### src/rtl/signal_monitor.sv
// signal_monitor: conflict monitor on the signal_vm lights; latches the first violation and requests flash.
// Ports: clk, rst_n (async active-low); Ago/Astop/Bgo/Bstop light inputs; fault_clr release pulse;
//        fault latched indicator; fault_code 0 none,1 CONFLICT,2 INVALID,3 CLEAR,4 MIN_GO,5 STUCK;
//        flash toggling request while faulted.
// Option: SIGNAL_MONITOR_COUNT_EN adds phase_count[15:0], legal go->all-stop exits, saturating.
module signal_monitor #(
  parameter int MIN_GO    = 4,
  parameter int MAX_GO    = 64,
  parameter int CLEAR     = 2,
  parameter int FLASH_DIV = 8
) (
  input  logic        clk,
  input  logic        rst_n,
  input  logic        Ago,
  input  logic        Astop,
  input  logic        Bgo,
  input  logic        Bstop,
  input  logic        fault_clr,
  output logic        fault,
  output logic [2:0]  fault_code,
`ifdef SIGNAL_MONITOR_COUNT_EN
  output logic [15:0] phase_count,
`endif
  output logic        flash
);
  typedef enum logic [2:0] {IDLE, A_GO, B_GO, ALL_STOP, FAULT} state_t;
  state_t      r_state;
  logic        r_ago, r_astop, r_bgo, r_bstop;
  logic [15:0] r_go_cnt, r_clr_cnt, r_flash_cnt;
  logic        w_conflict, w_invalid, w_stop, w_in_go, w_go_ok, w_clr_ok, w_swap, w_stuck;
  logic [2:0]  w_code;
  always_comb begin
    w_conflict = r_ago & r_bgo;
    w_invalid  = ~(r_ago ^ r_astop) | ~(r_bgo ^ r_bstop);
    w_stop     = ~r_ago & ~r_bgo;
    w_in_go    = (r_state == A_GO) | (r_state == B_GO);
    w_go_ok    = r_go_cnt >= 16'(MIN_GO);
    w_clr_ok   = r_clr_cnt >= 16'(CLEAR);
    w_swap     = (r_state == A_GO && r_bgo) || (r_state == B_GO && r_ago);
    w_stuck    = ((r_state == A_GO && r_ago) || (r_state == B_GO && r_bgo)) && r_go_cnt == 16'(MAX_GO);
    w_code     = w_conflict ? 3'd1 :
                 w_invalid ? 3'd2 :
                 (r_state == ALL_STOP && !w_stop && !w_clr_ok) || w_swap ? 3'd3 :
                 (w_in_go && w_stop && !w_go_ok) ? 3'd4 :
                 w_stuck ? 3'd5 : 3'd0;
  end
  always_ff @(posedge clk or negedge rst_n) begin
    if (!rst_n) begin
      r_state     <= IDLE;
      r_ago       <= 1'b0;
      r_astop     <= 1'b1;
      r_bgo       <= 1'b0;
      r_bstop     <= 1'b1;
      r_go_cnt    <= '0;
      r_clr_cnt   <= '0;
      r_flash_cnt <= '0;
      fault       <= 1'b0;
      fault_code  <= 3'd0;
      flash       <= 1'b0;
`ifdef SIGNAL_MONITOR_COUNT_EN
      phase_count <= '0;
`endif
    end else begin
      {r_ago, r_astop, r_bgo, r_bstop} <= {Ago, Astop, Bgo, Bstop};
      if (r_state == FAULT) begin
        // release only once the sampled lights are a legal all-stop; no memory of earlier requests
        if (fault_clr && w_stop && !w_invalid) begin
          r_state    <= ALL_STOP;
          r_clr_cnt  <= '0;
          fault      <= 1'b0;
          fault_code <= 3'd0;
          flash      <= 1'b0;
        end else if (r_flash_cnt == 16'(FLASH_DIV - 1)) begin
          flash       <= ~flash;
          r_flash_cnt <= '0;
        end else begin
          r_flash_cnt <= r_flash_cnt + 16'd1;
        end
      end else if (w_code != 3'd0) begin
        r_state     <= FAULT;
        fault       <= 1'b1;
        fault_code  <= w_code;
        flash       <= 1'b1;
        r_flash_cnt <= '0;
      end else if (w_stop) begin
        r_state   <= ALL_STOP;
        r_clr_cnt <= r_state != ALL_STOP ? 16'd1 : w_clr_ok ? r_clr_cnt : r_clr_cnt + 16'd1;
`ifdef SIGNAL_MONITOR_COUNT_EN
        if (w_in_go && phase_count != 16'hFFFF) phase_count <= phase_count + 16'd1;
`endif
      end else begin
        r_state  <= r_ago ? A_GO : B_GO;
        r_go_cnt <= !w_in_go ? 16'd1 : r_go_cnt == 16'(MAX_GO) ? r_go_cnt : r_go_cnt + 16'd1;
      end
    end
  end
endmodule
### config.mk
export PLATFORM = sky130hd
export DESIGN_NAME = signal_monitor
export DESIGN_NICKNAME = d
export VERILOG_FILES = /design/src/rtl/signal_monitor.sv
export SDC_FILE = /design/constraint.sdc
export NUM_CORES = 1
export LEC_CHECK = 0
export CAP_MARGIN = 10
export CORE_UTILIZATION = 63
export CTS_BUF_LIST = sky130_fd_sc_hd__clkbuf_2 sky130_fd_sc_hd__clkbuf_4 sky130_fd_sc_hd__clkbuf_8
export DETAILED_ROUTE_END_ITERATION = 8
export PLACE_DENSITY_LB_ADDON = 0.15
export SYNTH_ARGS = -nofsm -noshare
export SYNTH_HDL_FRONTEND = slang
export SYNTH_SLANG_ARGS = --single-unit
### constraint.sdc
create_clock -name clk -period 3.1 [get_ports clk]
set_input_delay 0.775 -clock clk [delete_from_list [all_inputs] [get_ports clk]]
set_output_delay 0.775 -clock clk [all_outputs]
set_load 0.02 [all_outputs]
==> report_table.html, run 1 <==
<table>
<tr><th>Metric</th><th>Value</th></tr>
<tr><th colspan="2">Yosys</th></tr>
<tr><td>Main flop type after synthesis</td><td>sky130_fd_sc_hd__dfrtp_1</td></tr>
<tr><td>Number of synthesized register bits</td><td>60</td></tr>
<tr><td>Number of standard cells after synthesis</td><td>355</td></tr>
<tr><td>FFs w/ async S/R, synth</td><td>1.00</td></tr>
<tr><td>Number of different library cells in the post-synthesis netlist</td><td>45</td></tr>
<tr><td>Number of flops mapped to enable cells by yosys</td><td>0</td></tr>
<tr><td>Leading cell types by count after synthesis</td><td>sky130_fd_sc_hd__dfrtp_1 (58), sky130_fd_sc_hd__o21ai_0 (33), sky130_fd_sc_hd__nor2_1 (32)</td></tr>
<tr><td>Sequential fraction of the synthesis area</td><td>0.462</td></tr>
<tr><td>Mapped cell area</td><td>3260 sq um</td></tr>
<tr><td>Most frequently used cell type in the post-synthesis netlist</td><td>sky130_fd_sc_hd__dfrtp_1</td></tr>
<tr><td>Warning count from the yosys run</td><td>0</td></tr>
<tr><td>Net count after synthesis</td><td>367</td></tr>
<tr><td>Largest area contributor in the netlist</td><td>sky130_fd_sc_hd__dfrtp_1</td></tr>
<tr><td>Average footprint of a synthesized cell</td><td>9.17 sq um</td></tr>
<tr><td>Area fraction of the dominant cell type after synthesis</td><td>0.446</td></tr>
<tr><td>Leading cell types by total area after synthesis</td><td>sky130_fd_sc_hd__dfrtp_1 (45%), sky130_fd_sc_hd__o31ai_1 (5.3%), sky130_fd_sc_hd__o21ai_0 (5.1%), sky130_fd_sc_hd__nand3_1 (4.1%), sky130_fd_sc_hd__nor2_1 (3.7%)</td></tr>
<tr><th colspan="2">Timing</th></tr>
<tr><td>Transition at the pin with the smallest max-transition slack</td><td>0.683 ns</td></tr>
<tr><td>Slew Limit Fails</td><td>0</td></tr>
<tr><td>Clock Skews</td><td>0.00597 ns</td></tr>
<tr><td>Total Neg Setup Slack</td><td>0 ns</td></tr>
<tr><td>Slew Limit Headroom</td><td>0.545</td></tr>
<tr><td>Shortest period the worst path allows</td><td>2.71 ns</td></tr>
<tr><td>Unrepaired setup endpoints after global routing</td><td>no</td></tr>
<tr><td>Endpoints failing hold</td><td>0</td></tr>
<tr><td>Setup-failing EPs final</td><td>0</td></tr>
<tr><td>Maximum clock frequency</td><td>0.369 GHz</td></tr>
<tr><td>Ratio of final minimum period to clock period</td><td>0.874</td></tr>
<tr><th colspan="2">Global routing</th></tr>
<tr><td>Number of antenna violations at the first check in global routing</td><td>0</td></tr>
<tr><td>Wire length of the first global-routing pass</td><td>11.9 mm</td></tr>
<tr><td>Global Route Usage Sum</td><td>0.288</td></tr>
<tr><td>Vias in the first global route</td><td>2618</td></tr>
<tr><td>Largest net degree at the start of global routing</td><td>32</td></tr>
<tr><td>Remaining global-route overflow</td><td>0</td></tr>
<tr><th colspan="2">Placed design</th></tr>
<tr><td>Cell area reported after detailed placement</td><td>3410 sq um</td></tr>
<tr><td>Number of cells after detailed placement</td><td>422</td></tr>
<tr><td>I/O Buffers</td><td>11</td></tr>
<tr><td>Placed wire-length estimate after detailed placement</td><td>4.66 mm</td></tr>
<tr><td>Final Wtd Congestion</td><td>0.827</td></tr>
<tr><th colspan="2">Route</th></tr>
<tr><td>Routed vias/inst</td><td>6.53</td></tr>
<tr><td>Iteration count of the initial detailed-routing pass</td><td>5</td></tr>
<tr><td>DR DRC count</td><td>0</td></tr>
<tr><td>Initial drt markers</td><td>206</td></tr>
<tr><td>Vias after detailed routing</td><td>2855</td></tr>
<tr><td>Number of nets with antenna violations after detailed routing</td><td>0</td></tr>
<tr><td>Final Routed Wirelength</td><td>6.93 mm</td></tr>
<tr><td>Routed length per instance</td><td>15.9 um</td></tr>
<tr><th colspan="2">Run</th></tr>
<tr><td>Max-cap viol count</td><td>0</td></tr>
<tr><th colspan="2">Critical path</th></tr>
<tr><td>Worst flop-to-flop path endpoint</td><td>r_go_cnt[3]$_DFFE_PN0P_</td></tr>
<tr><td>CP Data Required Time</td><td>3.38 ns</td></tr>
<tr><td>Worst R2R Start</td><td>r_bgo$_DFF_PN0_</td></tr>
<tr><td>Crit. End Element</td><td>flip-flop</td></tr>
<tr><td>Register-to-Register Setup Slack</td><td>0.39 ns</td></tr>
<tr><td>Crit Path Class</td><td>reg2reg</td></tr>
<tr><td>Count of cells along the worst register-to-register path</td><td>6</td></tr>
<tr><td>Arrival time reported for the critical path endpoint</td><td>2.99 ns</td></tr>
<tr><td>Critical path destination</td><td>r_go_cnt[3]$_DFFE_PN0P_</td></tr>
<tr><td>Crit path launch</td><td>r_bgo$_DFF_PN0_</td></tr>
<tr><td>CP Launch Type</td><td>flip-flop</td></tr>
<tr><td>Top fanout value on the critical path</td><td>15</td></tr>
<tr><th colspan="2">Clock tree</th></tr>
<tr><td>H-tree depth reported by CTS</td><td>3</td></tr>
<tr><td>Clock edge transition at the registers on the reported setup and hold paths</td><td>0.07 ns</td></tr>
<tr><td>Count of clock tree sinks</td><td>60</td></tr>
<tr><td>TritonCTS clock tree</td><td>yes</td></tr>
<tr><td>Later-pin clock latency in the skew report</td><td>0.34 ns</td></tr>
<tr><td>Count of hold buffers inserted by post-cts repair</td><td>0</td></tr>
<tr><td>TritonCTS Buffers</td><td>9</td></tr>
<tr><td>Number of buffers on the longest clock path</td><td>2</td></tr>
<tr><td>Post-CTS sizing</td><td>0</td></tr>
<tr><td>Setup Buffers After CTS</td><td>0</td></tr>
<tr><td>Root Buffer Master</td><td>sky130_fd_sc_hd__clkbuf_8</td></tr>
<tr><th colspan="2">Layout</th></tr>
<tr><td>Final Net Count</td><td>378</td></tr>
<tr><td>Ant. Diodes</td><td>0</td></tr>
<tr><td>Count of placed standard cells in the final layout, fillers left out</td><td>437</td></tr>
<tr><td>Share of final-layout standard cells stronger than drive strength 1</td><td>0.0811</td></tr>
<tr><td>Synth-to-layout area growth</td><td>11.3%</td></tr>
<tr><td>Final-layout fill cell count</td><td>357</td></tr>
<tr><td>Final standard cell utilization of the core</td><td>0.748</td></tr>
<tr><td>Final instance area</td><td>3620 sq um</td></tr>
<tr><th colspan="2">Power and ir drop</th></tr>
<tr><td>Combinational fraction of design power</td><td>0.177</td></tr>
<tr><td>Switching part of the total power</td><td>0.281</td></tr>
<tr><td>Leakage</td><td>1.54 nW</td></tr>
<tr><td>Power per cell area</td><td>561 nW/um^2</td></tr>
<tr><td>Sequential Power Share</td><td>0.460</td></tr>
<tr><td>Net Switching</td><td>572 uW</td></tr>
<tr><td>Peak VDD IR</td><td>645 uV</td></tr>
<tr><td>Internal Power</td><td>1.46 mW</td></tr>
<tr><td>Clk network pwr share</td><td>0.363</td></tr>
<tr><th colspan="2">Floorplanning</th></tr>
<tr><td>Die W</td><td>73.9 um</td></tr>
<tr><td>Std-Cell Rows</td><td>25</td></tr>
<tr><td>Initial core utilization</td><td>0.672</td></tr>
<tr><td>Floorplan die height</td><td>73.9 um</td></tr>
<tr><td>IO Count</td><td>12</td></tr>
<tr><td>Area of the die</td><td>5460 sq um</td></tr>
<tr><td>Floorplan core area</td><td>4850 sq um</td></tr>
<tr><th colspan="2">Min path</th></tr>
<tr><td>Worst hold path type</td><td>in2async</td></tr>
<tr><th colspan="2">Run status</th></tr>
<tr><td>Run status</td><td>finished clean</td></tr>
</table>
[cells by family (layout without fill, tap and decap cells)]
logic type | Yosys count | in the layout | synth area share
and+or+nand+nor | 159 | 159 | 0.261
AOI/OAI and AO/OA | 103 | 103 | 0.209
DFF | 60 | 60 | 0.462
buffers and inverters | 24 | 39 | 0.0376
adders and majority gates | 5 | 5 | 0.0192
xor gates and xnor gates | 4 | 4 | 0.0108
[flip-flops by register name, summed over array words and instances, names as in the netlist, 3 cells and up]
register,cells
fault_code,3
r_clr_cnt,16
r_flash_cnt,16
r_go_cnt,16
r_state,3
[worst max-delay path, cell delays in order (launching register included)]
cell	delay, ns
sky130_fd_sc_hd__dfrtp_1	0.47
sky130_fd_sc_hd__or2_1	0.36
sky130_fd_sc_hd__nor2b_4	0.17
sky130_fd_sc_hd__a211o_4	0.37
sky130_fd_sc_hd__or4_1	0.75
sky130_fd_sc_hd__or3b_1	0.44
sky130_fd_sc_hd__nand2_1	0.07
[area by class of cell]
type / count / area, sq um / share of cell area
Clock inverter: 1 / 30.0 / 0.00828
Tap cell: 67 / 83.8 / 0.0231
Sequential cell: 60 / 1500 / 0.415
Multi-Input combinational cell: 271 / 1630 / 0.450
Clock buffer: 14 / 180 / 0.0497
Inverter: 5 / 18.8 / 0.00518
Timing Repair Buffer: 19 / 178 / 0.0490
[stage by stage]
step | worst slack (ns) | power [mW] | hold slack [ns]
after floorplan | 0.719 | 1.17 | 0.446
after global placement | 0.352 | 1.29 | 0.467
after detailed placement | 0.283 | 1.30 | 0.492
after CTS | 0.416 | 2.04 | 0.489
after global routing | 0.291 | 2.13 | 0.514
final | 0.391 | 2.03 | 0.473
[worst min-delay path by stage]
stage	startpoint	end	slack, ns
floorplan	r_go_cnt[15]$_DFFE_PN0P_	r_go_cnt[15]$_DFFE_PN0P_	0.45
global placement	r_go_cnt[15]$_DFFE_PN0P_	r_go_cnt[15]$_DFFE_PN0P_	0.47
detailed placement	r_clr_cnt[15]$_DFFE_PN0P_	r_clr_cnt[15]$_DFFE_PN0P_	0.49
CTS	rst_n	r_go_cnt[10]$_DFFE_PN0P_	0.49
global route	r_go_cnt[15]$_DFFE_PN0P_	r_go_cnt[15]$_DFFE_PN0P_	0.51
finish	rst_n	r_go_cnt[10]$_DFFE_PN0P_	0.47
[metal layers]
layer  GRT usage  part of all wire  up-vias
met5           0                 0        -
met4       0.147             0.024        0
met3      0.0617             0.044       18
met2       0.416              0.45       97
met1       0.410              0.48     1376
li1            -                 -     1364
[power by group through the flow]
stage / Sequential, mW / Clock, mW / Combinational, mW
6_report: 0.935 / 0.738 / 0.361
2_1_floorplan: 0.953 / 0 / 0.215
4_1_cts: 0.932 / 0.750 / 0.361
5_1_grt: 0.944 / 0.777 / 0.404
3_5_place_dp: 0.946 / 0 / 0.356
3_3_place_gp: 0.942 / 0 / 0.347
[cell usage in the layout, fill, tap and decap left out, drive strengths merged, types with 6 or more instances in the layout]
master         Yosys  layout
nand3             27      27
nand3b             7       7
dfrtp             58      58
a211oi             6       6
nor3               9       9
buf                9       9
a21oi              8       8
a31oi             10      10
nor4              10      10
nor2              32      32
clkdlybuf4s50      0      10
o21a              10      10
and2              10      10
clkbuf            10      14
and3              14      14
o31ai             23      23
o21ai             33      33
nand2             27      27
Power figures use the tool's default switching activity.
==> inputs of run 2 (changes only) <==
--- a/config.mk
+++ b/config.mk
@@ -10,6 +10,7 @@
 export CTS_BUF_LIST = sky130_fd_sc_hd__clkbuf_2 sky130_fd_sc_hd__clkbuf_4 sky130_fd_sc_hd__clkbuf_8
 export DETAILED_ROUTE_END_ITERATION = 8
 export PLACE_DENSITY_LB_ADDON = 0.15
+export SLEW_MARGIN = 20
 export SYNTH_ARGS = -nofsm -noshare
 export SYNTH_HDL_FRONTEND = slang
 export SYNTH_SLANG_ARGS = --single-unit
==> results of run 2 <==
Final layout, timing and power as in run 1 (identical DEF).
